$ cat config.mk
export PLATFORM = sky130hd
export DESIGN_NAME = btn_step_conditioner
export DESIGN_NICKNAME = d
export VERILOG_FILES = /design/src/rtl/btn_pkg.sv /design/src/rtl/btn_step_conditioner_sync_chain.sv /design/src/rtl/btn_step_conditioner.sv
export SDC_FILE = /design/constraint.sdc
export NUM_CORES = 1
export LEC_CHECK = 0
export CORE_ASPECT_RATIO = 0.75
export CORE_UTILIZATION = 37
export CTS_BUF_LIST = sky130_fd_sc_hd__clkbuf_16
export CTS_CLUSTER_DIAMETER = 50
export CTS_CLUSTER_SIZE = 12
export DETAILED_ROUTE_END_ITERATION = 16
export HOLD_SLACK_MARGIN = 0.06
export PLACE_DENSITY = 0.56
export SLEW_MARGIN = 40
export SYNTH_ARGS = -nofsm -noshare
export SYNTH_HDL_FRONTEND = slang
export SYNTH_SLANG_ARGS = --single-unit
$ cat constraint.sdc
create_clock -name clk -period 2.3 [get_ports clk]
set_input_delay 0.46 -clock clk [delete_from_list [all_inputs] [get_ports clk]]
set_output_delay 0.46 -clock clk [all_outputs]
set_load 0.05 [all_outputs]
$ cat src/rtl/btn_pkg.sv
// btn_pkg: shared debounce FSM state type and board default timing
package btn_pkg;

    typedef enum logic [1:0] {RELEASED, PRESS_WAIT, PRESSED, RELEASE_WAIT} btn_state_t;

    localparam int DEBOUNCE_CYCLES_50MHZ_10MS = 500000;

endpackage

$ cat src/rtl/btn_step_conditioner_sync_chain.sv
// sync_chain: multi-flop synchronizer for an asynchronous input with a chosen reset value
module sync_chain #(
    parameter int STAGES  = 2,
    parameter bit RST_VAL = 1'b0
) (
    input  logic clk,
    input  logic reset,
    input  logic d,
    output logic q
);

    logic [STAGES-1:0] r_sync;

    // shift the raw pin through the chain; reset parks it at the idle pin level
    always_ff @(posedge clk) begin
        if (reset) r_sync <= {STAGES{RST_VAL}};
        else       r_sync <= {r_sync[STAGES-2:0], d};
    end

    assign q = r_sync[STAGES-1];

endmodule

$ cat src/rtl/btn_step_conditioner.sv
// btn_step_conditioner: synchronize, debounce and pulse-convert a raw push button
module btn_step_conditioner
    import btn_pkg::*;
#(
    parameter int DEBOUNCE_CYCLES = DEBOUNCE_CYCLES_50MHZ_10MS,
    parameter int SYNC_STAGES     = 2,
    parameter bit BTN_ACTIVE_LOW  = 1'b1,
    parameter int CNT_W           = 4
) (
    input  logic             clk,
    input  logic             reset,
    input  logic             btn_raw,
    output logic             btn_level,
    output logic             press_pulse,
    output logic             release_pulse,
    output logic [CNT_W-1:0] press_count,
    output logic             busy
);

    localparam int CW = (DEBOUNCE_CYCLES > 1) ? $clog2(DEBOUNCE_CYCLES) : 1;
    localparam logic [CW-1:0] CMAX = CW'(DEBOUNCE_CYCLES - 1);

    if (DEBOUNCE_CYCLES < 1) begin : g_bad_debounce
        $error("DEBOUNCE_CYCLES must be >= 1");
    end
    if (SYNC_STAGES < 2) begin : g_bad_sync
        $error("SYNC_STAGES must be >= 2");
    end

    logic             w_sync;
    logic             w_pressed;
    btn_state_t       r_state;
    logic [CW-1:0]    r_cnt;
    logic             r_press_pend;
    logic             r_rel_pend;
    logic             r_btn_level;
    logic             r_press_pulse;
    logic             r_release_pulse;
    logic [CNT_W-1:0] r_press_count;
    logic             r_busy;

    sync_chain #(
        .STAGES (SYNC_STAGES),
        .RST_VAL(BTN_ACTIVE_LOW)
    ) u_sync (
        .clk  (clk),
        .reset(reset),
        .d    (btn_raw),
        .q    (w_sync)
    );

    assign w_pressed = w_sync ^ BTN_ACTIVE_LOW;

    // debounce FSM; accepted edges raise a pending flag that the output registers turn into pulses next cycle
    always_ff @(posedge clk) begin
        if (reset) begin
            r_state         <= RELEASED;
            r_cnt           <= '0;
            r_press_pend    <= 1'b0;
            r_rel_pend      <= 1'b0;
            r_btn_level     <= 1'b0;
            r_press_pulse   <= 1'b0;
            r_release_pulse <= 1'b0;
            r_press_count   <= '0;
            r_busy          <= 1'b0;
        end else begin
            r_press_pend    <= 1'b0;
            r_rel_pend      <= 1'b0;
            r_busy          <= (r_state == PRESS_WAIT) || (r_state == RELEASE_WAIT);
            r_press_pulse   <= r_press_pend;
            r_release_pulse <= r_rel_pend;
            if (r_press_pend) begin
                r_btn_level   <= 1'b1;
                r_press_count <= r_press_count + 1'b1;
            end else if (r_rel_pend) begin
                r_btn_level <= 1'b0;
            end
            case (r_state)
                RELEASED: begin
                    if (w_pressed) begin
                        r_state <= PRESS_WAIT;
                        r_cnt   <= '0;
                    end
                end
                PRESS_WAIT: begin
                    if (!w_pressed) begin
                        r_state <= RELEASED;
                        r_cnt   <= '0;
                    end else if (r_cnt == CMAX) begin
                        r_state      <= PRESSED;
                        r_press_pend <= 1'b1;
                    end else begin
                        r_cnt <= r_cnt + 1'b1;
                    end
                end
                PRESSED: begin
                    if (!w_pressed) begin
                        r_state <= RELEASE_WAIT;
                        r_cnt   <= '0;
                    end
                end
                RELEASE_WAIT: begin
                    if (w_pressed) begin
                        r_state <= PRESSED;
                    end else if (r_cnt == CMAX) begin
                        r_state    <= RELEASED;
                        r_rel_pend <= 1'b1;
                    end else begin
                        r_cnt <= r_cnt + 1'b1;
                    end
                end
                default: r_state <= RELEASED;
            endcase
        end
    end

    assign btn_level     = r_btn_level;
    assign press_pulse   = r_press_pulse;
    assign release_pulse = r_release_pulse;
    assign press_count   = r_press_count;
    assign busy          = r_busy;

endmodule
==> flow_metrics.py <==
metrics = {
    "routing": {
        "post_drt_wl_per_cell_microns": 15.19,
        "detail-route-antenna-nets": 0,
        "drt_iter0_markers": 72,
        "vias_per_cell": 5.765,
        "drc_errors": 0,
        "drt_wl_total_microns": 3751,
        "vias": 1424,
        "drtPass1Iterations": 4,
    },
    "clock_network": {
        "cts_setup_buffers": 0,
        "h-tree-depth": 2,
        "cts_root_buf": "clkbuf_16",
        "clock_latency_ns": 0.28,
        "clockBufferDepth": 2,
        "cts_num_sinks": 33,
        "cts.repair.resized": 0,
        "numCtsBuffers": 5,
        "cts_tree": "done",
        "cts_hold_buf": 0,
        "clk_pin_slew_ns": 0.05,
    },
    "synth": {
        "ys_warn_count": 0,
        "ys_top_cells_by_count": "33 x dfxtp_1, 14 x nand2_1, 11 x a21oi_1, 11 x nor2_1, 6 x nand3_1",
        "async_reset_ff_share_pct": 0,
        "ys_seq_area_share_pct": 40.62,
        "synth-edff-count": 0,
        "synth_area_sq_um": 1627,
        "synth_flop_cell": "dfxtp_1",
        "synth_top_area_share_pct": 40.62,
        "syn-mean-instance-area_sq_um": 9.087,
        "ys_seq_elements": 33,
        "synth_area_leaders": "dfxtp_1 41%, a21oi_1 3.4%, nand2_1 3.2%",
        "yosysTopAreaCell": "dfxtp_1",
        "syn_inst": 179,
        "synth_nets": 184,
        "yosysUniqueCellTypes": 44,
        "synth.most_common_cell": "dfxtp_1",
    },
    "sta": {
        "relSlewSlack_pct": 62.11,
        "finalSetupTns_ns": 0,
        "fin_worst_skew_ns": 0.005813,
        "hold_viol": 0,
        "rsz0062_at_grt": "no",
        "min_period_ns": 2.160,
        "finalMaxSlewViolations": 0,
        "fmax_mhz": 463.1,
        "worst_pin_slew_ns": 0.5665,
        "min_period_over_period_pct": 93.89,
        "finalSetupViolCount": 0,
    },
    "setup_path": {
        "criticalPathCategory": "reg2reg",
        "crit_fanout": 9,
        "start_kind": "flop",
        "cp.required_ns": 2.50,
        "cp.arrival_ns": 2.36,
        "reg2reg_depth": 5,
        "cp-end-kind": "flop",
    },
    "pwr": {
        "irDropWorstVdd_uv": 321.3,
        "power_density_nw_per_um2": 659.5,
        "leakage_nw": 0.6106,
        "fin_total_pwr_mw": 1.264,
    },
    "grt": {
        "globalRouteOverflowTotal": 0,
        "grt_usage_pct": 17.73,
        "grt_max_degree": 15,
        "grt_first_pass_wirelength_microns": 6244,
        "grt_pass1_vias": 1275,
        "antenna_found_initial": 0,
    },
    "floorplan": {
        "dieArea_sq_um": 4668,
        "core_sq_um": 4129,
        "rows": 20,
        "die-width_microns": 78.56,
        "start_util_pct": 39.39,
        "die_h_microns": 59.42,
        "ios": 11,
    },
    "place": {
        "dp.cells": 239,
        "dp_hpwl_microns": 2720,
        "io_buffer_count": 10,
        "place_congestion": 0.8129,
    },
    "cells_and_area": {
        "drive_gt1_share_pct": 13.54,
        "n_antenna_cell": 0,
        "areaGrowthSynthToFinish_pct": 17.85,
        "fillers": 413,
        "finalNetCount": 196,
        "instances_no_fill": 247,
        "fin_util_pct": 46.42,
    },
    "status": {
        "status": "finished, final reports clean",
    },
    "job": {
        "cap_viol_max_count": 0,
    },
    "worst_hold_path": {
        "min_delay_path_depth": 1,
        "min-delay-path-class": "reg2reg",
    },
}
-- placed cells by master (no fill, tap or decap), types with 5 or more instances in the layout --
| master | netlist | layout |
|---|---|---|
| clkdlybuf4s50_1 | 0 | 10 |
| a21oi_1 | 11 | 11 |
| nand2_1 | 14 | 14 |
| nand3_1 | 6 | 6 |
| clkbuf_16 | 0 | 5 |
| dfxtp_1 | 33 | 33 |
| nand3b_1 | 5 | 5 |
| nor2_1 | 11 | 11 |
| o31ai_1 | 5 | 5 |
| inv_1 | 4 | 5 |
| or4_1 | 5 | 5 |
| nand4_1 | 5 | 5 |
| mux2i_1 | 5 | 5 |
-- worst max-delay path, cell delays in order (launching register included) --
cell	delay, ns
dfxtp_1	0.37
ha_1	0.27
and4_1	0.34
nand3_1	0.32
or4_2	0.62
a21oi_1	0.16
-- through the flow --
stage | worst slack, ns | hold WS (ns) | area (sq um)
after floorplan | 0.4759 | 0.3895 | 1627
after global placement | 0.3157 | 0.3988 | 1778
after detailed placement | 0.1864 | 0.3966 | 1778
after CTS | 0.1570 | 0.4094 | 1917
after global routing | 0.02686 | 0.4174 | 1917
final | 0.1405 | 0.4069 | 1917
-- power by group --
| part | internal [mW] | switching [mW] | total, mW | leakage, nW |
|---|---|---|---|---|
| Sequential | 0.576 | 0.00327 | 0.579 | 0.266 |
| Clock | 0.393 | 0.243 | 0.635 | 0.0748 |
| Combinational | 0.0193 | 0.0305 | 0.0498 | 0.269 |
| Total | 0.988 | 0.276 | 1.26 | 0.611 |
-- area by class of cell --
cell class	instances	area, sq um	share of cell area (%)
Multi-Input combinational cell	134	910.9	47.52
Sequential cell	33	660.6	34.46
Clock buffer	5	125.1	6.527
Timing Repair Buffer	13	122.6	6.397
Tap cell	55	68.82	3.590
Inverter	4	15.01	0.7833
Clock inverter	3	13.76	0.7180
-- logic make-up (layout without fill, tap and decap cells) --
kind of cell	count (synthesis)	in the layout	synth area share, %
flops	33	33	40.62
compound gates	38	38	16.00
simple gates	85	85	33.23
buf+inv	12	25	3.384
fa+ha+maj	2	2	1.538
xor+xnor	4	4	2.154
mux	5	5	3.077
-- state kept, by name, indices dropped and copies added, names as in the netlist, named ones only --
name,cells
press_count,4
r_cnt,19
r_press_pend,1
r_rel_pend,1
release_pulse,1
press_pulse,1
busy,1
r_state,1
u_sync.r_sync,2
btn_level,1
-- layer usage --
metal  global-route usage (%)  wire length, microns  vias to the layer above
li1                         -                     -                      711
met1                    24.93                  2006                      679
met2                    26.34                  1572                       29
met3                    5.077                   140                        5
met4                    5.026                    31                        0
met5                        0                     0                        -
-- worst paths after layout --
check                         startpoint                     endpoint  slack [ns]
max                r_cnt[0]$_SDFFE_PP0P_        r_cnt[6]$_SDFFE_PP0P_        0.14
min          u_sync.r_sync[0]$_SDFF_PP1_  u_sync.r_sync[1]$_SDFF_PP1_        0.41
max reg2reg        r_cnt[0]$_SDFFE_PP0P_        r_cnt[6]$_SDFFE_PP0P_        0.14
min reg2reg  u_sync.r_sync[0]$_SDFF_PP1_  u_sync.r_sync[1]$_SDFF_PP1_        0.41
(Power assumes the default switching activity.)
